[src/rtl/npc_fetch_unit.sv]
// Next-PC generator with the fetch PC register built in.
// Resolves branch, jump and register-jump targets from the D-stage
// instruction and evaluates six signed compare conditions for branches.
// Supports stall hold, a deferred-redirect latch, exception entry and ERET return.
// Interface timing: there is no valid/ready handshake. Every input is sampled
// on each rising edge. `stall` only freezes the fetch PC. A redirect
// requested while stalled is parked in the latch and replayed on the first
// unstalled edge. A newer request made during the same stall overwrites the
// parked one.
module npc_fetch_unit #(
  parameter int          ADDR_W     = 32,
  parameter logic [31:0] RESET_PC   = 32'h0000_3000,
  parameter logic [31:0] EXC_VECTOR = 32'h0000_4180
) (
  input  logic              clk,
  input  logic              reset,
  input  logic              stall,
  input  logic [2:0]        npc_op,
  input  logic [2:0]        cmp_op,
  input  logic [ADDR_W-1:0] pc_d,
  input  logic [31:0]       rs_val,
  input  logic [31:0]       rt_val,
  input  logic [25:0]       imm26,
  input  logic              exc_req,
  input  logic              eret_req,
  input  logic [ADDR_W-1:0] epc,
  output logic [ADDR_W-1:0] pc,
  output logic [ADDR_W-1:0] pc8_d,
  output logic              br_taken,
  output logic              redirect_pending,
  output logic              adel_f
);

  localparam logic [ADDR_W-1:0] RESET_VAL = ADDR_W'(RESET_PC);
  localparam logic [ADDR_W-1:0] EXC_VAL   = ADDR_W'(EXC_VECTOR);
  // The low 28 bits of a j/jal target come from the instruction.
  // The upper bits are kept from pc_d + 4.
  localparam logic [ADDR_W-1:0] LOW28     = ADDR_W'(28'hFFF_FFFF);

  localparam logic [2:0] NPC_BRANCH = 3'd1;
  localparam logic [2:0] NPC_J      = 3'd2;
  localparam logic [2:0] NPC_JR     = 3'd3;

  // Redirect tracking: NONE = nothing parked, HELD = latch holds a target.
  typedef enum logic {
    REDIR_NONE = 1'b0,
    REDIR_HELD = 1'b1
  } redir_state_t;

  redir_state_t      state, state_next;
  logic [ADDR_W-1:0] latch, latch_next;
  logic [ADDR_W-1:0] pc_next;

  logic [ADDR_W-1:0] pc_d_plus4;
  logic [ADDR_W-1:0] br_offset;
  logic [ADDR_W-1:0] br_target;
  logic [ADDR_W-1:0] j_target;
  logic [ADDR_W-1:0] jr_target;
  logic [ADDR_W-1:0] target;
  logic              rs_neg;
  logic              rs_zero;
  logic              cond;

  // Target candidates. All arithmetic wraps modulo 2^ADDR_W.
  always_comb begin
    pc_d_plus4 = pc_d + ADDR_W'(4);
    br_offset  = {{(ADDR_W-18){imm26[15]}}, imm26[15:0], 2'b00};
    br_target  = pc_d_plus4 + br_offset;
    j_target   = (pc_d_plus4 & ~LOW28) | ADDR_W'({imm26, 2'b00});
    jr_target  = ADDR_W'(rs_val);
  end

  // Signed branch condition on the forwarded operands.
  // cmp_op values 6 and 7 are never taken.
  always_comb begin
    rs_neg  = rs_val[31];
    rs_zero = (rs_val == 32'd0);
    cond    = 1'b0;
    case (cmp_op)
      3'd0:    cond = (rs_val == rt_val);
      3'd1:    cond = (rs_val != rt_val);
      3'd2:    cond = rs_neg | rs_zero;
      3'd3:    cond = ~rs_neg & ~rs_zero;
      3'd4:    cond = rs_neg;
      3'd5:    cond = ~rs_neg;
      default: cond = 1'b0;
    endcase
  end

  // Redirect request and selected target. npc_op values 4 to 7 act as sequential.
  always_comb begin
    br_taken = 1'b0;
    target   = '0;
    case (npc_op)
      NPC_BRANCH: begin
        br_taken = cond;
        target   = br_target;
      end
      NPC_J: begin
        br_taken = 1'b1;
        target   = j_target;
      end
      NPC_JR: begin
        br_taken = 1'b1;
        target   = jr_target;
      end
      default: begin
        br_taken = 1'b0;
        target   = '0;
      end
    endcase
  end

  // Next-PC priority: exception, eret, stall (park any redirect), live redirect, parked redirect, pc+4.
  always_comb begin
    pc_next    = pc + ADDR_W'(4);
    state_next = state;
    latch_next = latch;
    if (exc_req) begin
      pc_next    = EXC_VAL;
      state_next = REDIR_NONE;
    end else if (eret_req) begin
      pc_next    = epc;
      state_next = REDIR_NONE;
    end else if (stall) begin
      pc_next = pc;
      if (br_taken) begin
        state_next = REDIR_HELD;
        latch_next = target;
      end
    end else if (br_taken) begin
      pc_next    = target;
      state_next = REDIR_NONE;
    end else if (state == REDIR_HELD) begin
      pc_next    = latch;
      state_next = REDIR_NONE;
    end
  end

  // State registers. Reset overrides every other input.
  always_ff @(posedge clk) begin
    if (reset) begin
      pc    <= RESET_VAL;
      state <= REDIR_NONE;
      latch <= '0;
    end else begin
      pc    <= pc_next;
      state <= state_next;
      latch <= latch_next;
    end
  end

  // Link value and fetch-address alignment flag.
  always_comb begin
    pc8_d            = pc_d + ADDR_W'(8);
    adel_f           = (pc[1:0] != 2'b00);
    redirect_pending = (state == REDIR_HELD);
  end

endmodule

[config.mk]
export PLATFORM = sky130hd
export DESIGN_NAME = npc_fetch_unit
export DESIGN_NICKNAME = d
export VERILOG_FILES = /design/src/rtl/npc_fetch_unit.sv
export SDC_FILE = /design/constraint.sdc
export NUM_CORES = 1
export LEC_CHECK = 0
export BUFFER_PORTS_ARGS = -buffer_cell sky130_fd_sc_hd__buf_2
export CORE_MARGIN = 3
export CORE_UTILIZATION = 50
export DETAILED_ROUTE_END_ITERATION = 10
export PLACE_DENSITY = 0.78
export SLEW_MARGIN = 30
export SYNTH_ARGS = -nofsm -noshare
export SYNTH_HDL_FRONTEND = slang
export SYNTH_SLANG_ARGS = --single-unit
[constraint.sdc]
create_clock -name clk -period 7.8 [get_ports clk]
set_clock_uncertainty 0.2 [all_clocks]
set_input_delay 1.56 -clock clk [delete_from_list [all_inputs] [get_ports clk]]
set_output_delay 1.56 -clock clk [all_outputs]
set_load 0.05 [all_outputs]
======== Yosys cells after proc, flatten, opt, wreduce, memory -nomap -nowiden ========
Cells that the tools add are included.
Widths: inputs -> output; s select.
cells by class
  add/subtract/negate cells ............... 4
  equality and inequality tests ........... 12
  muxes and demuxes ....................... 8
  bitwise operators ....................... 8
  reduce and logical (&&, ||, !) cells .... 7
operators by type and width
  kind                   count
  $mux 32                4
  $pmux 32 s3            1
  $add 32x3->32 const B  2
  $add 32x32->32         1
  $add 32x4->32 const B  1
  $eq 32x32->1           1
  $logic_not 32->1       1
  $ne 32x32->1           1
  $or 32x28->32          1
  $mux 15                1
  $eq 3x2->1 const B     4
  $eq 3x1->1 const B     2
  $eq 3x3->1 const B     2
  $pmux 1 s6             1
  $not 1->1              5
  $reduce_and 4->1       1
  $reduce_or 2->1        2
  $reduce_or 4->1        1
  $logic_not 3->1        1
  $ne 3x1->1 const B     1
  $ne 2x1->1 const B     1
  $pmux 1 s2             1
  $reduce_bool 2->1      1
  $and 1x1->1            1
  $or 1x1->1             1
word-level totals
  register bits ........................... 65
  bits of input ports ..................... 165
  output and inout port bits .............. 67

======== Depth between registers and ports, before layout ========
Gate-level depths: netlist of run 1.
  depth after elaboration ................. 9
  gate-level depth with buffers ........... 19

======== Least setup slack after synthesis of run 1 ========
OpenSTA, ideal clock, no wires.
  path kind ............................... in2out
  start point ............................. input port pc_d[3]
  end point ............................... output port pc8_d[31]
  arrival ................................. 3,644 ps
  setup slack ............................. 2,396 ps
  stages on the path ...................... 7
  cell sequence ........................... ha_1 -> and3_2 -> nand3_4 -> nor4_4 -> and4_4 -> nand3_1 -> xnor2_1
on the way
  word-level cells in the longest chain between the ends .. 1
ends and longest elaborated chain
  item           line  RTL
  from (decl)    20    input logic [ADDR_W-1:0] pc_d,
  $add 32x4->32  155   pc8_d = pc_d + ADDR_W'(8);
  to (decl)      28    output logic [ADDR_W-1:0] pc8_d,
Every way passes these cells.

======== Worst setup path in the final report of run 1 ========
  start point ............................. input port npc_op[0]
  end point ............................... output port br_taken
on the way
  word-level cells in the longest chain between the ends .. 3
ends and longest elaborated chain
  item                       line  RTL
  from (decl)                18    input logic [2:0] npc_op,
  $eq 3x2->1                 94    case (npc_op)
  $reduce_or 2->1 (no line)  n/a
  $pmux 1 s2 *               94
  to (decl)                  29    output logic br_taken,
Every way passes the cells marked *; elsewhere a longest branch is shown, timed or not.

==> results of run 1 <==
flip-flops by register name, summed over array words and instances (netlist names), named ones only:
signal / count
latch: 32
redirect_pending: 1
pc: 30
metal layers:
layer / share of wire, % / track usage (%) / vias to the layer above
li1: - / - / 4123
met1: 42 / 43.8 / 3836
met2: 44 / 49.4 / 495
met3: 10 / 5.71 / 82
met4: 4.2 / 13.9 / 4
met5: 0.077 / 0 / -
cell type report:
cell class | count | area [um^2]
flip-flops and latches | 65 | 1300
clock buffers | 11 | 253
inverters | 27 | 101
multi-input cells | 888 | 5820
fillers | 1362 | 5590
well taps | 184 | 230
repair buffers | 239 | 1220
clock inverters | 5 | 77.6
diodes | 2 | 5.00
cells in the final DEF (no fill, tap or decap), types with 38 or more instances in the layout:
| cell type | synthesis | final |
|---|---|---|
| nor2_1 | 119 | 119 |
| nand2_1 | 112 | 112 |
| nand3_1 | 44 | 44 |
| buf_2 | 10 | 231 |
| xor2_1 | 73 | 73 |
| o21ai_0 | 57 | 57 |
| ha_1 | 38 | 38 |
| xnor2_1 | 63 | 63 |
| dfxtp_1 | 65 | 64 |
| a21oi_1 | 71 | 71 |
power by group through the flow:
stage	registers (mW)	clock network [mW]	logic [mW]
final	0.358	0.447	0.483
after global routing	0.359	0.465	0.519
after detailed placement	0.364	0	0.471
after floorplan	0.391	0	0.289
after CTS	0.357	0.449	0.474
after global placement	0.364	0	0.469
kinds of logic (layout without fill, tap and decap cells):
| group | count (synthesis) | after routing | synth area share, % |
|---|---|---|---|
| compound gates | 256 | 256 | 22.3 |
| xor+xnor | 137 | 137 | 16.2 |
| fa+ha+maj | 39 | 39 | 6.63 |
| buf+inv | 89 | 282 | 4.80 |
| flops | 65 | 65 | 17.4 |
| mux | 44 | 44 | 6.09 |
| other cells | 0 | 2 | 0 |
| simple gates | 412 | 412 | 26.6 |
worst max path at each step:
| stage | end | slack (ps) | start |
|---|---|---|---|
| finish | br_taken | 1680 | npc_op[0] |
| global route | br_taken | 1510 | npc_op[0] |
| CTS | br_taken | 1780 | npc_op[0] |
| detailed placement | br_taken | 1790 | npc_op[0] |
| global placement | br_taken | 1870 | npc_op[0] |
| floorplan | pc8_d[31] | 2400 | pc_d[3] |
tightest hold or removal path: cells and delay by family, from the launching register on:
family,cells,cell delay (ps)
simple gates,1,50
compound gates,1,50
flops,1,310
==> impl_metrics.env, run 1 <==
export IMPL_holdBufCountCts=0
export IMPL_die_height_um=128
export IMPL_r2r_slack_ps=4660
export IMPL_synth_area_um2=7480
export IMPL_crit_chain="buf_2 > nor2b_1 > nand2_1 > nor3b_1 > o221ai_1 > mux2_2 > o211ai_1 > buf_2"
export IMPL_place_area_um2=8670
export IMPL_clkPwrFrac_pct=34.7
export IMPL_first_iter_violations=897
export IMPL_ys_seq_elements=65
export IMPL_syn_avg_cell_area_um2=7.17
export IMPL_cp_end_kind="output port"
export IMPL_cts_buffers_inserted=9
export IMPL_period_needed_ps=6120
export IMPL_clk_latency_ps=340
export IMPL_reg2reg_from="pc[2]"
export IMPL_min_delay_start="latch[23]"
export IMPL_htree_levels=3
export IMPL_whs_ps=255
export IMPL_vias=8540
export IMPL_gp_congestion=0.975
export IMPL_antenna_left=0
export IMPL_slowest_stage="buf_2"
export IMPL_synthArstFlopShare_pct=0
export IMPL_ios=232
export IMPL_finalCritPeriodShare_pct=78.4
export IMPL_status="complete, no violations"
export IMPL_cts_tree="yes"
export IMPL_synth_distinct_cells=74
export IMPL_synth_flop_cell="dfxtp_1"
export IMPL_cp_max_fo=38
export IMPL_synthCells=1042
export IMPL_hold_path_end="latch[23]"
export IMPL_finalWorstSetupSlack_ps=1680
export IMPL_cts_resized=0
export IMPL_overflow=0
export IMPL_relSlewSlack_pct=41.7
export IMPL_grt_pass1_wl_um=41900
export IMPL_rows=44
export IMPL_synth_warnings=0
export IMPL_total_power_mw=1.29
export IMPL_start_util_pct=51.2
export IMPL_io_buffers=231
export IMPL_rsz0062_at_grt="no"
export IMPL_layout_drive_gt1_share_pct=23.4
export IMPL_min_path_type="reg2reg"
export IMPL_grt_antenna_before_repair=2
export IMPL_synth_area_leader_cell="dfxtp_1"
export IMPL_layout_cells_non_filler=1421
export IMPL_max_cap_viol_count=0
export IMPL_p_sw_mw=0.478
export IMPL_die_w_um=128
export IMPL_setup_viol=0
export IMPL_avgViaCountPerCell=6.01
export IMPL_yosysMostFrequentCell="nor2_1"
export IMPL_synth_edf_count=0
export IMPL_r2r_end="pc[28]"
export IMPL_grt_max_degree=57
export IMPL_powerDensity_nw_per_um2=143
export IMPL_dp_hpwl_um=21400
export IMPL_avgRoutedWirePerCell_um=19.2
export IMPL_setup_tns_ps=0
export IMPL_clk_pin_slew_ps=60
export IMPL_rr_worst_depth=11
export IMPL_finish_utilization_pct=61.7
export IMPL_internal_power_mw=0.809
export IMPL_crit_path_max_incr_delay_ps=650
export IMPL_worstPathRequired_ps=6040
export IMPL_drc=0
export IMPL_cts_sinks=65
export IMPL_hold_depth=2
export IMPL_cts_root_buf="clkbuf_16"
export IMPL_critical_path_arrival_ps=4360
export IMPL_ys_top_cells_by_area="dfxtp_1 (17%), xor2_1 (8.6%), xnor2_1 (7.4%), ha_1 (6.4%), nor2_1 (6.0%)"
export IMPL_ctsLongestPathBuffers=2
export IMPL_combPwrFrac_pct=37.5
export IMPL_grt_pass1_vias=7818
export IMPL_max_freq_ghz=0.164
export IMPL_post_cts_setup_buffer_count=0
export IMPL_critPathTopFamily="simple AND/OR/NAND/NOR gates"
export IMPL_grt_usage_pct=32.1
export IMPL_routed_wl_um=27200
export IMPL_synth_nets=1246
export IMPL_hold_violations=0
export IMPL_die_area_um2=16500
export IMPL_dr_pass1_iters=6
export IMPL_ys_seq_area_share_pct=17.4
export IMPL_crit_cells=8
export IMPL_area_growth_pct=20.4
export IMPL_synthTopCellsByCount="nor2_1 (119), nand2_1 (112), xor2_1 (73)"
export IMPL_design_area_um2=9000
export IMPL_worst_slew_pin_transition_ps=873
export IMPL_critical_path_buf_inv_count=2
export IMPL_synthDominantCellAreaShare_pct=17.4
export IMPL_post_place_ws_ps=1790
export IMPL_slew_violations=0
export IMPL_dpl_cell_count=1403
export IMPL_worst_setup_path_type="in2out"
export IMPL_coreArea_um2=14600
export IMPL_p_sw_share_pct=37.1
export IMPL_leakagePower_nw=3.90
export IMPL_ir_drop_uv=104
export IMPL_startpoint_type="input port"
export IMPL_seqPwrFrac_pct=27.8
export IMPL_cp_common_cell="buf_2"
export IMPL_final_nets=1434
Power figures use the tool's default switching activity.
==> run 2: changes to the inputs <==
- CORE_UTILIZATION: 50 -> 48
- PLACE_DENSITY: 0.78 -> 0.79
- clock period: 7.8 -> 5 ns (I/O delays scaled with it)
==> run 2 against run 1 <==
Sequential power is 56% higher. Setup slack got worse by 1400 ps. Clock power up 43%. Die area rose by 4.0%. Final area increased by 2.5%. Highest routed layer is now met4. Final cell count is 2.1% higher. Total power up 53%. Critical endpoint is now latch[31]. Critical path depth up 12.
==> impl_metrics.env, run 2 (synthesized netlist as in run 1, its figures left out) <==
export IMPL_cp_max_fo=5
export IMPL_seqPwrFrac_pct=28.3
export IMPL_crit_path_max_incr_delay_ps=350
export IMPL_dp_hpwl_um=22300
export IMPL_p_sw_share_pct=38.3
export IMPL_ctsLongestPathBuffers=2
export IMPL_critPathTopFamily="simple AND/OR/NAND/NOR gates"
export IMPL_cp_end_kind="register"
export IMPL_leakagePower_nw=4.05
export IMPL_routed_wl_um=28400
export IMPL_io_buffers=231
export IMPL_die_area_um2=17100
export IMPL_p_sw_mw=0.754
export IMPL_layout_commonest_cell="buf_2"
export IMPL_dr_pass1_iters=5
export IMPL_rsz0062_at_grt="no"
export IMPL_hold_violations=0
export IMPL_post_cts_setup_buffer_count=0
export IMPL_overflow=0
export IMPL_combPwrFrac_pct=39.3
export IMPL_cp_common_cell="and3_1"
export IMPL_vias=8867
export IMPL_cts_resized=0
export IMPL_layout_cells_non_filler=1451
export IMPL_clk_pin_slew_ps=60
export IMPL_rr_worst_depth=11
export IMPL_internal_power_mw=1.21
export IMPL_die_height_um=131
export IMPL_cts_tree="yes"
export IMPL_period_needed_ps=4690
export IMPL_final_cell_mix="buf_2 (231), nor2_1 (119), nand2_1 (112), xor2_1 (73), a21oi_1 (71)"
export IMPL_critical_path_arrival_ps=4730
export IMPL_slew_violations=0
export IMPL_layout_drive_gt1_share_pct=25.3
export IMPL_hold_depth=2
export IMPL_dpl_cell_count=1435
export IMPL_powerDensity_nw_per_um2=213
export IMPL_rows=44
export IMPL_setup_tns_ps=0
export IMPL_grt_pass1_wl_um=43300
export IMPL_grt_antenna_before_repair=0
export IMPL_start_util_pct=50.3
export IMPL_finalCritPeriodShare_pct=93.9
export IMPL_cts_root_buf="clkbuf_16"
export IMPL_max_freq_ghz=0.213
export IMPL_area_growth_pct=23.4
export IMPL_final_seq_area_um2=1300
export IMPL_max_cap_viol_count=0
export IMPL_ios=232
export IMPL_grt_max_degree=57
export IMPL_gp_congestion=1.01
export IMPL_worst_slew_pin_transition_ps=845
export IMPL_crit_chain="buf_2 > ha_1 > and3_2 > nand3_4 > nor2_1 > and3_1 > and3_1 > nand4_1 > xnor2_1 > ha_1 > nand2_1 > o21ai_0 > a21o_1 > and3_1 > nor3_2 > o221ai_2 > o41ai_2 > xnor2_1 > nor2_1 > o31a_1"
export IMPL_largest_reg_flops=32
export IMPL_final_nets=1466
export IMPL_cts_buffers_inserted=9
export IMPL_crit_cells=20
export IMPL_clkPwrFrac_pct=32.4
export IMPL_die_w_um=131
export IMPL_clk_latency_ps=340
export IMPL_avgViaCountPerCell=6.11
export IMPL_coreArea_um2=14900
export IMPL_status="complete, no violations"
export IMPL_drc=0
export IMPL_critical_path_buf_inv_count=1
export IMPL_largest_register="latch"
export IMPL_ir_drop_uv=219
export IMPL_n_fill_cell=1435
export IMPL_worst_setup_path_type="in2reg"
export IMPL_relSlewSlack_pct=43.7
export IMPL_cts_sinks=65
export IMPL_antenna_left=0
export IMPL_setup_viol=0
export IMPL_multiInputGateArea_um2=5820
export IMPL_htree_levels=3
export IMPL_avgRoutedWirePerCell_um=19.6
export IMPL_holdBufCountCts=0
export IMPL_min_path_type="reg2reg"
export IMPL_worstPathRequired_ps=5030
export IMPL_grt_pass1_vias=8124
export IMPL_slowest_stage="ha_1"
export IMPL_startpoint_type="input port"
export IMPL_n_antenna_cell=0
export IMPL_first_iter_violations=759
export IMPL_grt_usage_pct=32.4
## run 2: cell count changes in the layout (fill, tap and decap cells not counted)
| cell | change |
|---|---|
| buf_4 | +30 |
| clkinv_2 | +2 |
| diode_2 | -2 |
| clkbuf_8 | -1 |
| buf_12 | +2 |
| bufinv_16 | -1 |
## run 2: area by class of cell
cell class                      instances  share of cell area [%]
Clock buffer                           10                    2.59
Clock inverter                          6                   0.624
Inverter                               27                    1.10
Multi-Input combinational cell        888                    63.0
Sequential cell                        65                    14.1
Tap cell                              184                    2.49
Timing Repair Buffer                  271                    16.1
## run 2: stage by stage
step | setup WS, ps | hold slack, ps | power, mW | instance area [um^2] | util (%)
floorplan | 310 | 232 | 1.06 | 7480 | -
global placement | 126 | 240 | 1.32 | 8930 | 60.1
detailed placement | 3.61 | 247 | 1.33 | 8930 | 60.1
CTS | 339 | 255 | 1.96 | 9230 | 62.1
global route | 16.2 | 269 | 2.06 | 9230 | 62.1
finish | 306 | 253 | 1.97 | 9230 | 62.1
## run 2: final timing paths
kind              startpoint   endpoint  slack [ps]
hold / removal      latch[3]   latch[3]         250
setup / recovery     pc_d[4]  latch[31]         310
setup reg to reg       pc[2]     pc[28]        1800
hold reg to reg     latch[3]   latch[3]         250
## run 2: tightest hold or removal path, stage by stage (launching register included)
cell     delay, ps
dfxtp_1        300
nand2_1         50
a21oi_1         50
## run 2: per-layer routing
layer | GRT usage (%) | wire [um] | share of wire [%]
met1 | 42.7 | 11600 | 41
met2 | 53.0 | 13300 | 47
met3 | 6.34 | 2480 | 8.7
met4 | 10.8 | 1030 | 3.6
met5 | 0 | 0 | 0
## run 2: power groups by stage
| stage | Sequential [mW] | Combinational [mW] | Clock, mW |
|---|---|---|---|
| CTS | 0.557 | 0.763 | 0.641 |
| detailed placement | 0.568 | 0.759 | 0 |
| finish | 0.558 | 0.774 | 0.637 |
| global placement | 0.568 | 0.755 | 0 |
| global route | 0.560 | 0.832 | 0.665 |
| floorplan | 0.609 | 0.450 | 0 |
==> run 3: changes to the inputs <==
- CORE_ASPECT_RATIO: unset -> 0.8
- clock period: 5 -> 4.2 ns (I/O delays scaled with it)
==> run 3 against run 2 <==
Sequential power rose by 19%. Worst hold slack gained 2.1 ps. Total power increased by 27%. Setup slack worse by 200 ps. Clock power rose by 16%. Highest routed layer unchanged.
==> impl_metrics.env, run 3 (synthesized netlist as in run 1, its figures left out) <==
export IMPL_holdBufCountCts=0
export IMPL_clk_latency_ps=340
export IMPL_period_needed_ps=4090
export IMPL_clk_pin_slew_ps=50
export IMPL_n_antenna_cell=0
export IMPL_worst_setup_path_type="in2out"
export IMPL_io_buffers=231
export IMPL_avgViaCountPerCell=5.88
export IMPL_max_cap_viol_count=0
export IMPL_whs_ps=255
export IMPL_htree_levels=3
export IMPL_start_util_pct=49.5
export IMPL_grt_antenna_before_repair=0
export IMPL_finish_utilization_pct=69.6
export IMPL_ios=232
export IMPL_post_place_ws_ps=-269
export IMPL_worst_slew_pin_transition_ps=818
export IMPL_coreArea_um2=15100
export IMPL_vias=9396
export IMPL_ctsLongestPathBuffers=2
export IMPL_layout_commonest_cell="buf_2"
export IMPL_cts_root_buf="clkbuf_16"
export IMPL_relSlewSlack_pct=45.5
export IMPL_avgRoutedWirePerCell_um=18.4
export IMPL_ir_drop_uv=214
export IMPL_startpoint_type="input port"
export IMPL_cp_end_kind="output port"
export IMPL_cts_tree="yes"
export IMPL_slew_violations=0
export IMPL_rsz0062_at_grt="yes"
export IMPL_drc=0
export IMPL_first_iter_violations=992
export IMPL_finalWorstSetupSlack_ps=110
export IMPL_gp_congestion=0.984
export IMPL_setup_tns_ps=0
export IMPL_finalCritPeriodShare_pct=97.4
export IMPL_dp_hpwl_um=23700
export IMPL_grt_usage_pct=32.6
export IMPL_status="complete, no violations"
export IMPL_grt_pass1_wl_um=45500
export IMPL_largest_reg_flops=32
export IMPL_antenna_left=0
export IMPL_dr_pass1_iters=6
export IMPL_min_path_type="reg2reg"
export IMPL_overflow=0
export IMPL_final_cell_mix="buf_2 (229), buf_4 (159), nor2_1 (115), nand2_1 (108), xor2_1 (73)"
export IMPL_max_freq_ghz=0.245
export IMPL_rows=40
export IMPL_die_w_um=146
export IMPL_final_nets=1587
export IMPL_layout_drive_gt1_share_pct=36.3
export IMPL_routed_wl_um=29300
export IMPL_grt_pass1_vias=8923
export IMPL_cts_sinks=65
export IMPL_worstPathRequired_ps=3160
export IMPL_hold_violations=0
export IMPL_grt_max_degree=50
export IMPL_critical_path_arrival_ps=3050
export IMPL_die_area_um2=17100
export IMPL_cts_buffers_inserted=9
export IMPL_area_growth_pct=40.7
export IMPL_largest_register="latch"
export IMPL_leakagePower_nw=4.72
export IMPL_die_height_um=118
export IMPL_cp_max_fo=2
export IMPL_powerDensity_nw_per_um2=238
export IMPL_setup_viol=0
## run 3: cell types whose count changed in the layout (fill, tap and decap cells not counted), moves of 5 or more
cell | previous run | this run
o21ai_0 | 57 | 52
a21oi_2 | 1 | 11
a21oi_1 | 71 | 61
and3_1 | 22 | 15
xnor2_1 | 63 | 58
and3_4 | 0 | 8
xnor2_2 | 1 | 6
buf_4 | 38 | 159
## run 3: per-layer routing
metal / vias up / part of all wire [%] / global-route usage, %
li1: 4436 / - / -
met4: 0 / 4.0 / 11.8
met3: 91 / 10 / 8.55
met5: - / 0 / 0
met1: 4360 / 41 / 42.8
met2: 509 / 45 / 51.6
## run 3: what timing repair did
action | in CTS | in global routing
buffers inserted | 0 | 2
hold endpoints to repair | 0 | 0
endpoints found under the setup margin | 0 | 29
resized for setup | 0 | 73
## run 3: area by class of cell
class	instances	area, um^2
well taps	210	263
fillers	1311	4600
inverters	27	101
clock inverters	2	10.0
repair buffers	392	2400
clock buffers	14	284
flip-flops and latches	65	1300
multi-input cells	888	6160
## run 3: power by group
part	switching (mW)	total [mW]	internal (mW)
sequential	0.0253	0.664	0.639
clock	0.276	0.738	0.462
combinational	0.646	1.10	0.459
## run 3: critical path, stage by stage
cell and delay, ps:
buf_2 110, xor2_1 250, nor4_1 250, buf_4 200, nand4_1 180, o21ai_2 260, mux2_2 360, o211ai_1 150
buf_4 180, buf_2 250
## run 3: final timing paths
kind	from	to	slack, ps	depth (start not counted)
hold / removal	latch[0]	latch[0]	260	2
setup / recovery	rs_val[11]	br_taken	110	10
hold reg to reg	latch[0]	latch[0]	260	2
setup reg to reg	pc[2]	pc[20]	950	11
## run 3: through the flow
stage               cell area, um^2  total power, mW  instances
global placement               9890             1.69       1580
global route                  10500             2.62       1598
floorplan                      7540             1.27       1042
CTS                           10200             2.43       1596
finish                        10500             2.51       1598
detailed placement             9890             1.70       1580
